**src/rtl/subinst_rr_scheduler_if.sv**
```systemverilog
// Request/grant bundle between the sub-instance requesters (master) and the
// shared-resource round-robin scheduler (slave).
interface subinst_rr_scheduler_if #(
   parameter int N_REQ = 5,
   parameter int ID_W  = 3,
   parameter int CNT_W = 16
);
   logic [N_REQ-1:0] req;
   logic [N_REQ-1:0] rel;
   logic [N_REQ-1:0] gnt;
   logic [ID_W-1:0]  gnt_id;
   logic             busy;
   logic             timeout;
   logic [CNT_W-1:0] grant_cnt;

   modport master (output req, rel, input gnt, gnt_id, busy, timeout, grant_cnt);
   modport slave  (input req, rel, output gnt, gnt_id, busy, timeout, grant_cnt);
endinterface

```
**src/rtl/subinst_rr_scheduler.sv**
```systemverilog
// Round-robin owner scheduler for one shared resource: one-hot registered grant,
// hold-time limit with forced revoke, one-cycle dead gap between owners.
module subinst_rr_scheduler #(
   parameter int N_REQ    = 5,
   parameter int ID_W     = 3,
   parameter int MAX_HOLD = 16,
   parameter int CNT_W    = 16
) (
   input  logic                  clk,
   input  logic                  rst,
   subinst_rr_scheduler_if.slave bus
);
   localparam int               HOLD_W = $clog2(MAX_HOLD + 1);
   localparam logic [N_REQ-1:0] ONE    = N_REQ'(1);

   typedef enum logic [1:0] {ST_IDLE, ST_GRANT, ST_RECOVER} state_t;

   state_t           r_state,     w_state_nxt;
   logic [N_REQ-1:0] r_gnt,       w_gnt_nxt;
   logic [ID_W-1:0]  r_gnt_id,    w_gnt_id_nxt;
   logic             r_busy,      w_busy_nxt;
   logic             r_timeout,   w_timeout_nxt;
   logic [CNT_W-1:0] r_grant_cnt, w_cnt_nxt;
   logic [HOLD_W-1:0] r_hold_cnt, w_hold_nxt;
   logic [ID_W-1:0]  r_last_id,   w_last_nxt;

   logic             w_found;
   logic [ID_W-1:0]  w_sel;
   logic             w_own_end;
   logic             w_hold_max;

   // First set request strictly after 'last', wrapping modulo N_REQ; returns {found, index}.
   function automatic logic [ID_W:0] f_rr_pick(input logic [N_REQ-1:0] req,
                                               input logic [ID_W-1:0]  last);
      logic             found;
      logic [ID_W-1:0]  idx;
      logic [N_REQ-1:0] sh;
      int               k;
      found = 1'b0;
      idx   = '0;
      for (int i = 1; i <= N_REQ; i++) begin
         k  = (int'(last) + i) % N_REQ;
         sh = req >> k;
         if (!found && sh[0]) begin
            found = 1'b1;
            idx   = ID_W'(k);
         end
      end
      return {found, idx};
   endfunction

   assign {w_found, w_sel} = f_rr_pick(bus.req, r_last_id);
   // Only the owner's own rel/req bits can end a grant.
   assign w_own_end  = |(r_gnt & (bus.rel | ~bus.req));
   assign w_hold_max = (r_hold_cnt == HOLD_W'(MAX_HOLD));

   always_comb begin
      w_state_nxt   = r_state;
      w_gnt_nxt     = r_gnt;
      w_gnt_id_nxt  = r_gnt_id;
      w_busy_nxt    = r_busy;
      w_timeout_nxt = 1'b0;
      w_cnt_nxt     = r_grant_cnt;
      w_hold_nxt    = r_hold_cnt;
      w_last_nxt    = r_last_id;
      unique case (r_state)
         ST_GRANT: begin
            if (w_own_end || w_hold_max) begin
               w_state_nxt   = ST_RECOVER;
               w_gnt_nxt     = '0;
               w_busy_nxt    = 1'b0;
               w_last_nxt    = r_gnt_id;
               w_timeout_nxt = ~w_own_end;
            end else begin
               w_hold_nxt = r_hold_cnt + HOLD_W'(1);
            end
         end
         default: begin
            // IDLE and RECOVER arbitrate the same way; RECOVER is the gnt=0 gap cycle.
            w_gnt_nxt  = '0;
            w_busy_nxt = 1'b0;
            if (w_found) begin
               w_state_nxt  = ST_GRANT;
               w_gnt_nxt    = ONE << w_sel;
               w_gnt_id_nxt = w_sel;
               w_busy_nxt   = 1'b1;
               w_hold_nxt   = HOLD_W'(1);
               if (r_grant_cnt != '1) w_cnt_nxt = r_grant_cnt + CNT_W'(1);
            end else begin
               w_state_nxt = ST_IDLE;
            end
         end
      endcase
   end

   always_ff @(posedge clk or posedge rst) begin
      if (rst) begin
         r_state     <= ST_IDLE;
         r_gnt       <= '0;
         r_gnt_id    <= '0;
         r_busy      <= 1'b0;
         r_timeout   <= 1'b0;
         r_grant_cnt <= '0;
         r_hold_cnt  <= '0;
         r_last_id   <= ID_W'(N_REQ - 1);
      end else begin
         r_state     <= w_state_nxt;
         r_gnt       <= w_gnt_nxt;
         r_gnt_id    <= w_gnt_id_nxt;
         r_busy      <= w_busy_nxt;
         r_timeout   <= w_timeout_nxt;
         r_grant_cnt <= w_cnt_nxt;
         r_hold_cnt  <= w_hold_nxt;
         r_last_id   <= w_last_nxt;
      end
   end

   assign bus.gnt       = r_gnt;
   assign bus.gnt_id    = r_gnt_id;
   assign bus.busy      = r_busy;
   assign bus.timeout   = r_timeout;
   assign bus.grant_cnt = r_grant_cnt;
endmodule
```
**src/flat_wrapper.sv**
```systemverilog
// flat-port wrapper written by rule: the top's interface ports become plain ports
module subinst_rr_scheduler_flat 
#(
   parameter int N_REQ    = 5,
   parameter int ID_W     = 3,
   parameter int MAX_HOLD = 16,
   parameter int CNT_W    = 16
)
  (clk, rst, bus_req, bus_rel, bus_gnt, bus_gnt_id, bus_busy, bus_timeout, bus_grant_cnt);
  subinst_rr_scheduler_if #(.N_REQ(N_REQ), .ID_W(ID_W), .CNT_W(CNT_W)) bus_i ();
  input  logic clk;
  input  logic rst;
  input wire logic [$bits(bus_i.req)-1:0] bus_req;
  input wire logic [$bits(bus_i.rel)-1:0] bus_rel;
  output wire logic [$bits(bus_i.gnt)-1:0] bus_gnt;
  output wire logic [$bits(bus_i.gnt_id)-1:0] bus_gnt_id;
  output wire logic [$bits(bus_i.busy)-1:0] bus_busy;
  output wire logic [$bits(bus_i.timeout)-1:0] bus_timeout;
  output wire logic [$bits(bus_i.grant_cnt)-1:0] bus_grant_cnt;
  assign bus_i.req = bus_req;
  assign bus_i.rel = bus_rel;
  assign bus_gnt = bus_i.gnt;
  assign bus_gnt_id = bus_i.gnt_id;
  assign bus_busy = bus_i.busy;
  assign bus_timeout = bus_i.timeout;
  assign bus_grant_cnt = bus_i.grant_cnt;
  subinst_rr_scheduler #(.N_REQ(N_REQ), .ID_W(ID_W), .MAX_HOLD(MAX_HOLD), .CNT_W(CNT_W)) u_core (.clk(clk), .rst(rst), .bus(bus_i));
endmodule
```
**config.mk**
```make
export PLATFORM = sky130hd
export DESIGN_NAME = subinst_rr_scheduler_flat
export DESIGN_NICKNAME = d
export VERILOG_FILES = /design/src/rtl/subinst_rr_scheduler_if.sv /design/src/rtl/subinst_rr_scheduler.sv /design/src/flat_wrapper.sv
export SDC_FILE = /design/constraint.sdc
export NUM_CORES = 1
export LEC_CHECK = 0
export ABC_AREA = 1
export CELL_PAD_IN_SITES_DETAIL_PLACEMENT = 1
export CELL_PAD_IN_SITES_GLOBAL_PLACEMENT = 1
export CORE_MARGIN = 5
export CORE_UTILIZATION = 45
export DETAILED_ROUTE_END_ITERATION = 8
export HOLD_SLACK_MARGIN = 0.08
export PLACE_DENSITY = 0.84
export REMOVE_ABC_BUFFERS = 1
export SYNTH_ARGS = -nofsm -noshare
export SYNTH_HDL_FRONTEND = slang
export SYNTH_SLANG_ARGS = --single-unit
```
**constraint.sdc**
```tcl
create_clock -name clk -period 8.34 [get_ports clk]
set_input_delay 1.668 -clock clk [delete_from_list [all_inputs] [get_ports clk]]
set_output_delay 1.668 -clock clk [all_outputs]
set_load 0.005 [all_outputs]
```
## Yosys cells after proc, flatten, opt, wreduce, memory -nomap -nowiden

Cells that the tools add are included.

| storage, ports and cells | value |
|---|---|
| flip-flop bits (word level) | 36 |
| bits of input ports | 12 |

| operators by class | value |
|---|---|
| muxes and demuxes | 24 |
| bitwise operators | 5 |
| shift operators | 6 |
| reductions and logical operators | 15 |
| equality and inequality tests | 5 |
| add/subtract/negate cells | 7 |
| div/mod/pow operators | 5 |

Operator list:

| kind | number |
|---|---|
| 32-bit by 4-bit modulo with 32-bit output (second input constant) | 5 |
| 5-bit by 32-bit >> shifter with 1-bit output | 5 |
| 5-bit 2-to-1 mux | 6 |
| 16-bit by 1-bit adder with 16-bit output (second input constant) | 1 |
| 16-bit != test (second input constant) | 1 |
| 3-bit 2-to-1 mux | 5 |
| 1-bit 2-to-1 mux | 11 |
| 3-bit by 2-bit adder with 4-bit output (second input constant) | 2 |
| 3-bit by 3-bit adder with 4-bit output (second input constant) | 2 |
| 2-bit AND reduction | 3 |
| 5-bit by 1-bit adder with 5-bit output (second input constant) | 1 |
| 5-bit bitwise AND | 1 |
| 5-bit == test (second input constant) | 1 |
| 5-bit inverter | 1 |
| 5-bit bitwise OR | 1 |
| 5-bit OR reduction | 1 |
| 1-bit by 3-bit left shift with 5-bit output (first input constant) | 1 |
| 3-bit by 1-bit adder with 4-bit output (second input constant) | 1 |
| 1-bit logical AND | 4 |
| 1-bit zero test | 4 |
| 2-bit 2-to-1 mux | 2 |
| 3-bit AND reduction | 1 |
| 2-bit by 1-bit == test with 1-bit output (second input constant) | 1 |
| 2-bit by 1-bit != test with 1-bit output (second input constant) | 1 |
| other kinds (4) | 5 |

## Longest topological paths before layout

Gate-level depths: netlist of the first run.

| depth | value |
|---|---|
| word-level depth | 19 |
| depth in mapped cells | 30 |
| depth with buffers taken out | 29 |

## Worst setup path after synthesis of the first run

No wires, ideal clock.

| path | value |
|---|---|
| path type | reg-to-reg |
| start point | reg u_core.r_last_id[0] |
| end point | reg u_core.r_grant_cnt[10], in the netlist u_core.bus.grant_cnt[10] |
| data arrival time | 3.611 ns |
| buffers on the path | 1 |
| slack | 4.608 ns |
| stages on the path, launching flop included | 27 |
| data required time | 8.218 ns |
| cell sequence | dfrtp_1 buf_4 inv_1 ha_1 inv_2 ha_1 nor2_1 nand2_4 nand2_2 nand2_1 and2_1 ha_1 inv_1 nand3_4 nand3_4 nand2_2 nand2_1 nand3_1 a21oi_1 nand2_1 nand2_1 nor2_1 nand2_1 nand2_2 nor2_1 nand2_1 xor2_1 |

| between the ends | value |
|---|---|
| longest elaborated chain between the ends | 17 |

Ends and longest elaborated chain:

| element | line | text |
|---|---|---|
| start: declaration | subinst_rr_scheduler.sv:25 | `logic [ID_W-1:0] r_last_id, w_last_nxt;` |
| start signal: assignment | subinst_rr_scheduler.sv:105 | `r_last_id <= ID_W'(N_REQ - 1);` |
| start signal: assignment | subinst_rr_scheduler.sv:114 | `r_last_id <= w_last_nxt;` |
| 3-bit by 1-bit adder with 4-bit output | subinst_rr_scheduler.sv:42 | `k = (int'(last) + i) % N_REQ;` |
| 32-bit by 4-bit modulo with 32-bit output | subinst_rr_scheduler.sv:42 |  |
| 5-bit by 32-bit >> shifter with 1-bit output | subinst_rr_scheduler.sv:43 | `sh = req >> k;` |
| 1-bit 2-to-1 mux | subinst_rr_scheduler.sv:44 | `if (!found && sh[0]) begin` |
| 1-bit zero test | subinst_rr_scheduler.sv:44 |  |
| 1-bit logical AND | subinst_rr_scheduler.sv:44 |  |
| 1-bit 2-to-1 mux | subinst_rr_scheduler.sv:44 |  |
| 1-bit zero test | subinst_rr_scheduler.sv:44 |  |
| 1-bit logical AND | subinst_rr_scheduler.sv:44 |  |
| 1-bit 2-to-1 mux | subinst_rr_scheduler.sv:44 |  |
| 1-bit zero test | subinst_rr_scheduler.sv:44 |  |
| 1-bit logical AND | subinst_rr_scheduler.sv:44 |  |
| 1-bit 2-to-1 mux | subinst_rr_scheduler.sv:44 |  |
| 1-bit zero test | subinst_rr_scheduler.sv:44 |  |
| 1-bit logical AND | subinst_rr_scheduler.sv:44 |  |
| 1-bit 2-to-1 mux (*) | subinst_rr_scheduler.sv:44 |  |
| 3-bit AND reduction (no line) (*) | - |  |
| end signal: assignment | subinst_rr_scheduler.sv:112 | `r_grant_cnt <= w_cnt_nxt;` |
| end: declaration | subinst_rr_scheduler.sv:23 | `logic [CNT_W-1:0] r_grant_cnt, w_cnt_nxt;` |

Every way passes the cells marked *; elsewhere a longest branch is shown, timed or not.
A chain may end at the register's enable or synchronous reset.

## Worst setup path in the final report of the first run

| path | value |
|---|---|
| start point | reg u_core.r_last_id[0] |
| end point | reg u_core.r_grant_cnt[14], in the netlist u_core.bus.grant_cnt[14] |

The elaborated chain is that of the path after synthesis.

==> run_summary.xml, run 1 <==
<?xml version="1.0" encoding="UTF-8"?>
<metrics>
  <group name="routing">
    <metric name="final_wl" unit="um">11400</metric>
    <metric name="routed-via-count" unit="">3879</metric>
    <metric name="detail_route.iter0.violations" unit="">122</metric>
    <metric name="vias_per_cell" unit="">5.28</metric>
    <metric name="wire_per_inst" unit="um">15.5</metric>
    <metric name="drc" unit="">0</metric>
    <metric name="final_antenna_net_count" unit="">0</metric>
    <metric name="first_pass_iters" unit="">4</metric>
  </group>
  <group name="cts">
    <metric name="clockBufferDepth" unit="">2</metric>
    <metric name="cts-htree-levels" unit="">2</metric>
    <metric name="clock_tree_from_tritoncts" unit="">done</metric>
    <metric name="clock_latency" unit="ns">0.29</metric>
    <metric name="cts-root-buf" unit="">sky130_fd_sc_hd__clkbuf_8</metric>
    <metric name="clk_pin_slew" unit="ns">0.07</metric>
    <metric name="cts.repair_timing.setup_buffer_count" unit="">0</metric>
    <metric name="clock_sinks" unit="">35</metric>
    <metric name="postCtsHoldBufs" unit="">0</metric>
    <metric name="numCtsBuffers" unit="">5</metric>
    <metric name="post_cts.resized_instances" unit="">0</metric>
  </group>
  <group name="yosys">
    <metric name="yosys_warnings" unit="">0</metric>
    <metric name="ys_types" unit="">36</metric>
    <metric name="postSynthRegisterBits" unit="">35</metric>
    <metric name="synth_enable_flop_cells" unit="">0</metric>
    <metric name="synth_async_sr_flop_share" unit="%">100</metric>
    <metric name="syn_avg_cell_area" unit="um^2">6.57</metric>
    <metric name="synthMostInstantiatedCell" unit="">sky130_fd_sc_hd__nand2_1</metric>
    <metric name="seq_area_frac_synth" unit="%">22.6</metric>
    <metric name="netlist.area_leader.share" unit="%">21.9</metric>
    <metric name="syn-instance-count" unit="">591</metric>
    <metric name="synthTopCellsByCount" unit="">179 x sky130_fd_sc_hd__nand2_1, 78 x sky130_fd_sc_hd__inv_1, 66 x sky130_fd_sc_hd__nand3_1</metric>
    <metric name="synth.cell_area" unit="um^2">3880</metric>
    <metric name="synth_flop_cell" unit="">sky130_fd_sc_hd__dfrtp_1</metric>
    <metric name="synthDominantAreaCellType" unit="">sky130_fd_sc_hd__dfrtp_1</metric>
    <metric name="synth.area.top_cells" unit="">sky130_fd_sc_hd__dfrtp_1 22%, sky130_fd_sc_hd__nand2_1 17%, sky130_fd_sc_hd__ha_1 9.7%, sky130_fd_sc_hd__nand3_1 8.5%, sky130_fd_sc_hd__inv_1 7.5%</metric>
  </group>
  <group name="min_path">
    <metric name="min_path_cells" unit="">2</metric>
    <metric name="timing.hold.worst.class" unit="">register to register</metric>
  </group>
  <group name="global_routing">
    <metric name="vias_in_the_first_global_route" unit="">3946</metric>
    <metric name="antenna_found_initial" unit="">0</metric>
    <metric name="grt_usage" unit="%">22.5</metric>
    <metric name="largest_net_degree_at_the_start_of_global_routing" unit="">36</metric>
    <metric name="global_route_wire_length_before_repair" unit="um">19200</metric>
    <metric name="global_route.overflow_total" unit="">0</metric>
  </group>
  <group name="sta">
    <metric name="maxSlewViolCount" unit="">0</metric>
    <metric name="worst_slack" unit="ns">3.80</metric>
    <metric name="timing.final.setup_violations" unit="">0</metric>
    <metric name="tightestPinTransition" unit="ns">0.609</metric>
    <metric name="achievable-frequency" unit="GHz">0.220</metric>
    <metric name="time_the_worst_path_needs_with_i_o_delays_and_setup" unit="ns">4.54</metric>
    <metric name="unrepaired_setup_endpoints_after_global_routing" unit="">no</metric>
    <metric name="final_hold_viol_count" unit="">0</metric>
    <metric name="slew-limit-headroom" unit="%">59.2</metric>
    <metric name="timing.final.crit_share" unit="%">54.4</metric>
    <metric name="fin_tns_setup" unit="ns">0</metric>
    <metric name="finClkSkew" unit="ns">0.00827</metric>
  </group>
  <group name="layout">
    <metric name="post-route-util" unit="%">53.5</metric>
    <metric name="ff_latch_area" unit="um^2">877</metric>
    <metric name="final_cell_count_no_fill" unit="">735</metric>
    <metric name="area_of_combinational_cells_with_multiple_inputs" unit="um^2">2620</metric>
    <metric name="num_antenna_cells" unit="">0</metric>
    <metric name="share_of_layout_cells_above_drive_strength_1" unit="%">12.4</metric>
    <metric name="nFillCells" unit="">1143</metric>
    <metric name="total_number_of_nets_in_the_final_design" unit="">672</metric>
    <metric name="area.growth.synth_to_final" unit="%">14.4</metric>
  </group>
  <group name="floorplan">
    <metric name="die_h" unit="um">103</metric>
    <metric name="floorplan.initialDensity" unit="%">46.8</metric>
    <metric name="placeable_core_area" unit="um^2">8300</metric>
    <metric name="chipWidth" unit="um">103</metric>
    <metric name="floorplan.die_area" unit="um^2">10600</metric>
    <metric name="pin_count" unit="">38</metric>
    <metric name="floorplan.rows" unit="">33</metric>
  </group>
  <group name="worst_setup_path">
    <metric name="worst_ep_arrival_time" unit="ns">4.76</metric>
    <metric name="critical-path-top-delay-family" unit="">simple AND/OR/NAND/NOR gates</metric>
    <metric name="critical_path_depth" unit="">27</metric>
    <metric name="worstPathMaxFanout" unit="">25</metric>
    <metric name="cp_max_delay_cell" unit="">sky130_fd_sc_hd__ha_1</metric>
    <metric name="crit_path_max_incr_delay" unit="ns">0.52</metric>
    <metric name="start_kind" unit="">register</metric>
    <metric name="path_class" unit="">register to register</metric>
    <metric name="cp_common_cell" unit="">sky130_fd_sc_hd__nand2_1</metric>
    <metric name="worst_r2r_path_depth" unit="">27</metric>
    <metric name="cp.required" unit="ns">8.56</metric>
    <metric name="setup_crit_end_kind" unit="">register</metric>
    <metric name="crit_buf_inv" unit="">5</metric>
  </group>
  <group name="placement">
    <metric name="placement.io_buffers" unit="">37</metric>
    <metric name="post_detailed_placement_half_perimeter_wirelength" unit="um">9240</metric>
    <metric name="place.detailed.instances" unit="">728</metric>
    <metric name="placer_s_final_routability_congestion_estimate" unit="">0.868</metric>
    <metric name="place_ws" unit="ns">3.81</metric>
  </group>
  <group name="outcome">
    <metric name="outcome" unit="">completed</metric>
  </group>
  <group name="job">
    <metric name="max_cap_viol_count" unit="">0</metric>
  </group>
</metrics>
==> worst register-to-register path, delay by kind of cell (launching register included) <==
| family | cells | cell delay, ns |
|---|---|---|
| buffers and inverters | 5 | 0.95 |
| xor gates and xnor gates | 1 | 0.15 |
| adders and majority gates | 3 | 0.94 |
| and+or+nand+nor | 18 | 2.08 |
| DFF | 1 | 0.32 |
==> flip-flops by register name (all words and copies together), names as in the netlist <==
signal,count
u_core.r_hold_cnt,5
u_core.bus.gnt_id,3
u_core.r_state,2
u_core.bus.grant_cnt,16
u_core.bus.gnt,5
u_core.r_last_id,3
u_core.bus.timeout,1
==> routing by layer <==
layer | up-vias | wire (um) | GRT usage (%)
met5 | - | 0 | 0
met1 | 1868 | 5640 | 31.6
met4 | 0 | 50 | 2.99
met2 | 54 | 5340 | 37.7
met3 | 6 | 365 | 3.04
li1 | 1951 | - | -
==> per-stage QoR <==
stage / area, um^2 / hold WS (ns)
floorplan: 3840 / 0.488
global placement: 4350 / 0.492
detailed placement: 4350 / 0.506
CTS: 4440 / 0.522
global route: 4440 / 0.545
finish: 4440 / 0.519
==> worst paths after layout <==
kind | start | endpoint | slack, ns
worst max-delay path | u_core.r_last_id[0]$_DFFE_PP0P_ | u_core.bus.grant_cnt[14]$_DFFE_PP0P_ | 3.80
worst min-delay path | u_core.bus.gnt[1]$_DFFE_PP0P_ | u_core.bus.gnt[1]$_DFFE_PP0P_ | 0.52
worst max register to register | u_core.r_last_id[0]$_DFFE_PP0P_ | u_core.bus.grant_cnt[14]$_DFFE_PP0P_ | 3.80
worst min register to register | u_core.bus.gnt[1]$_DFFE_PP0P_ | u_core.bus.gnt[1]$_DFFE_PP0P_ | 0.52
max in group asynchronous | rst | u_core.r_last_id[2]$_DFFE_PP1P_ | 6.20
min in group asynchronous | rst | u_core.bus.grant_cnt[13]$_DFFE_PP0P_ | 1.78
==> cell type report <==
class	instances	area share (%)
flip-flops and latches	35	19.7
multi-input cells	460	59.0
well taps	105	2.96
inverters	89	7.69
repair buffers	39	8.68
clock buffers	6	1.86
clock inverters	1	0.113
==> placed cells by master (no fill, tap or decap), drive strengths merged, types with 11 or more instances in the layout <==
cell / n
xor2: 18
o21ai: 26
dfrtp: 34
nand4: 11
nand2: 206
ha: 30
nand3: 77
inv: 89
a21oi: 12
nor2: 53
clkdlybuf4s50: 37
==> kinds of logic (layout without fill, tap and decap cells) <==
group                    after synthesis  count (layout)  share of synthesized area [%]
XOR/XNOR                              22              22                           4.96
buffers and inverters                 96             135                           9.96
adder cells (fa/ha/maj)               30              30                           9.67
AO/OA/AOI/OAI                         45              45                           6.80
flip-flops                            35              35                           22.6
AND/OR/NAND/NOR                      363             363                           46.0
Power of run 1 is left out: the tool's default activity adds up to more than one toggle a clock period on the data nets, which glitch-free logic cannot reach.
==> run 2, diff against run 1 <==
- CORE_UTILIZATION: 45 -> 38
- PLACE_DENSITY: 0.84 -> 0.75
- clock period: 8.34 -> 3.92 ns (I/O delays scaled with it)
==> run 2 against run 1 <==
  * Clock skew decreased by 0.0015 ns
  * Global-route usage decreased by 3.9 points
  * Non-clock buffer count increased by 16
  * Critical endpoint is now u_core.bus.grant_cnt[12]$_DFFE_PP0P_
==> run_summary.xml, run 2 (synthesized netlist as in run 1, its figures left out) <==
<?xml version="1.0" encoding="UTF-8"?>
<metrics>
  <group name="floorplan">
    <metric name="die_h" unit="um">111</metric>
    <metric name="floorplan.die_area" unit="um^2">12300</metric>
    <metric name="pin_count" unit="">38</metric>
    <metric name="chipWidth" unit="um">111</metric>
    <metric name="floorplan.initialDensity" unit="%">38.3</metric>
    <metric name="floorplan.rows" unit="">37</metric>
    <metric name="placeable_core_area" unit="um^2">10100</metric>
  </group>
  <group name="routing">
    <metric name="wire_per_inst" unit="um">14.4</metric>
    <metric name="drc" unit="">0</metric>
    <metric name="routed-via-count" unit="">3912</metric>
    <metric name="detail_route.iter0.violations" unit="">91</metric>
    <metric name="final_antenna_net_count" unit="">0</metric>
    <metric name="final_wl" unit="um">11300</metric>
    <metric name="vias_per_cell" unit="">5.00</metric>
    <metric name="first_pass_iters" unit="">4</metric>
  </group>
  <group name="worst_setup_path">
    <metric name="start_kind" unit="">register</metric>
    <metric name="setup_crit_end_kind" unit="">register</metric>
    <metric name="worstPathMaxFanout" unit="">9</metric>
    <metric name="cp_common_cell" unit="">sky130_fd_sc_hd__nand2_1</metric>
    <metric name="crit-reg2reg-launch" unit="">u_core.r_last_id[2]$_DFFE_PP1P_</metric>
    <metric name="path_class" unit="">register to register</metric>
    <metric name="worst_ep_arrival_time" unit="ns">3.80</metric>
    <metric name="cp.required" unit="ns">4.09</metric>
    <metric name="crit_path_max_incr_delay" unit="ns">0.61</metric>
    <metric name="cp_max_delay_cell" unit="">sky130_fd_sc_hd__dfstp_2</metric>
    <metric name="worst_r2r_path_depth" unit="">26</metric>
    <metric name="register_to_register_path_setup_slack" unit="ns">0.29</metric>
    <metric name="crit-reg2reg-capture" unit="">u_core.bus.grant_cnt[12]$_DFFE_PP0P_</metric>
  </group>
  <group name="layout">
    <metric name="area_of_combinational_cells_with_multiple_inputs" unit="um^2">2700</metric>
    <metric name="num_antenna_cells" unit="">0</metric>
    <metric name="ff_latch_area" unit="um^2">877</metric>
    <metric name="most-common-layout-cells" unit="">175 x sky130_fd_sc_hd__nand2_1, 78 x sky130_fd_sc_hd__inv_1, 64 x sky130_fd_sc_hd__nand3_1</metric>
    <metric name="most_frequent_standard_cell_in_the_layout_excluding_fill_and_tap_cells" unit="">sky130_fd_sc_hd__nand2_1</metric>
    <metric name="share_of_layout_cells_above_drive_strength_1" unit="%">17.9</metric>
    <metric name="area.growth.synth_to_final" unit="%">21.0</metric>
    <metric name="largest_register_ff_count" unit="">16</metric>
    <metric name="total_number_of_nets_in_the_final_design" unit="">688</metric>
    <metric name="nFillCells" unit="">1325</metric>
    <metric name="final_cell_count_no_fill" unit="">783</metric>
  </group>
  <group name="global_routing">
    <metric name="global_route_wire_length_before_repair" unit="um">19500</metric>
    <metric name="grt_usage" unit="%">18.5</metric>
    <metric name="antenna_found_initial" unit="">0</metric>
    <metric name="largest_net_degree_at_the_start_of_global_routing" unit="">36</metric>
    <metric name="vias_in_the_first_global_route" unit="">4117</metric>
    <metric name="global_route.overflow_total" unit="">0</metric>
  </group>
  <group name="min_path">
    <metric name="hold_path_startpoint" unit="">u_core.bus.gnt[0]$_DFFE_PP0P_</metric>
    <metric name="timing.hold.worst_endpoint" unit="">u_core.bus.gnt[0]$_DFFE_PP0P_</metric>
    <metric name="timing.hold.worst.class" unit="">register to register</metric>
    <metric name="min_path_cells" unit="">2</metric>
  </group>
  <group name="cts">
    <metric name="clockBufferDepth" unit="">2</metric>
    <metric name="clock_sinks" unit="">35</metric>
    <metric name="cts-root-buf" unit="">sky130_fd_sc_hd__clkbuf_8</metric>
    <metric name="clock_latency" unit="ns">0.29</metric>
    <metric name="clk_pin_slew" unit="ns">0.07</metric>
    <metric name="numCtsBuffers" unit="">5</metric>
    <metric name="clock_tree_from_tritoncts" unit="">done</metric>
    <metric name="postCtsHoldBufs" unit="">0</metric>
    <metric name="cts-htree-levels" unit="">2</metric>
  </group>
  <group name="placement">
    <metric name="post_detailed_placement_half_perimeter_wirelength" unit="um">9190</metric>
    <metric name="place.detailed.instances" unit="">769</metric>
    <metric name="placer_s_final_routability_congestion_estimate" unit="">0.893</metric>
    <metric name="placement.io_buffers" unit="">37</metric>
  </group>
  <group name="sta">
    <metric name="finClkSkew" unit="ns">0.00679</metric>
    <metric name="tightestPinTransition" unit="ns">0.598</metric>
    <metric name="timing.final.setup_violations" unit="">0</metric>
    <metric name="achievable-frequency" unit="GHz">0.275</metric>
    <metric name="timing.final.crit_share" unit="%">92.7</metric>
    <metric name="final_hold_viol_count" unit="">0</metric>
    <metric name="maxSlewViolCount" unit="">0</metric>
    <metric name="time_the_worst_path_needs_with_i_o_delays_and_setup" unit="ns">3.63</metric>
    <metric name="unrepaired_setup_endpoints_after_global_routing" unit="">yes</metric>
    <metric name="slew-limit-headroom" unit="%">60.0</metric>
  </group>
  <group name="job">
    <metric name="max_cap_viol_count" unit="">0</metric>
  </group>
  <group name="outcome">
    <metric name="outcome" unit="">completed</metric>
  </group>
</metrics>
==> run 2: timing repair <==
| action | in CTS | in global routing |
|---|---|---|
| setup buffers | 2 | 4 |
| pin swaps | 0 | 1 |
| setup endpoints to repair | 6 | 26 |
| resized for setup | 1 | 25 |
==> run 2: worst max-delay path by stage <==
stage	startpoint	endpoint	slack (ns)	cells past startpoint
final	u_core.r_last_id[2]$_DFFE_PP1P_	u_core.bus.grant_cnt[12]$_DFFE_PP0P_	0.29	26
after global routing	u_core.r_last_id[2]$_DFFE_PP1P_	u_core.bus.grant_cnt[12]$_DFFE_PP0P_	-0.04	26
after CTS	u_core.r_last_id[1]$_DFFE_PP0P_	u_core.bus.grant_cnt[10]$_DFFE_PP0P_	0.04	27
after detailed placement	u_core.r_last_id[2]$_DFFE_PP1P_	u_core.bus.grant_cnt[10]$_DFFE_PP0P_	-0.08	26
after global placement	u_core.r_last_id[2]$_DFFE_PP1P_	u_core.bus.grant_cnt[10]$_DFFE_PP0P_	0.18	26
after floorplan	u_core.r_last_id[0]$_DFFE_PP0P_	u_core.bus.grant_cnt[10]$_DFFE_PP0P_	-0.23	25
==> run 2: routing by layer <==
layer,part of all wire [%],vias to the layer above,GRT usage (%)
li1,-,1983,-
met1,48,1867,23.7
met2,49,51,33.4
met3,2.4,11,2.46
met4,0.99,0,3.65
met5,0,-,0
==> run 2: through the flow <==
step	util [%]	area, um^2	TNS [ns]	hold slack, ns	worst slack, ns
6_report	46.4	4700	0	0.514	0.287
5_1_grt	46.4	4700	-0.0383	0.562	-0.0365
4_1_cts	45.2	4590	0	0.515	0.0390
3_5_place_dp	44.1	4470	-0.137	0.497	-0.0824
3_3_place_gp	44.1	4470	0	0.493	0.177
2_1_floorplan	-	3840	-2.57	0.488	-0.234
==> run 2: worst max-delay path: cells and delay by family (launching register included) <==
kind / cells / cell delay [ns]
buffers and inverters: 6 / 0.57
flip-flops: 1 / 0.61
AND/OR/NAND/NOR: 15 / 1.35
XOR/XNOR: 1 / 0.14
adder cells (fa/ha/maj): 2 / 0.59
AO/OA/AOI/OAI: 2 / 0.27
==> run 2: cell type report <==
class                   count  area share (%)
clock buffers               8            2.13
flip-flops and latches     35            18.7
well taps                 136            3.62
repair buffers             55            10.8
multi-input cells         460            57.5
inverters                  89            7.27
Power of run 2 is left out for the same reason.
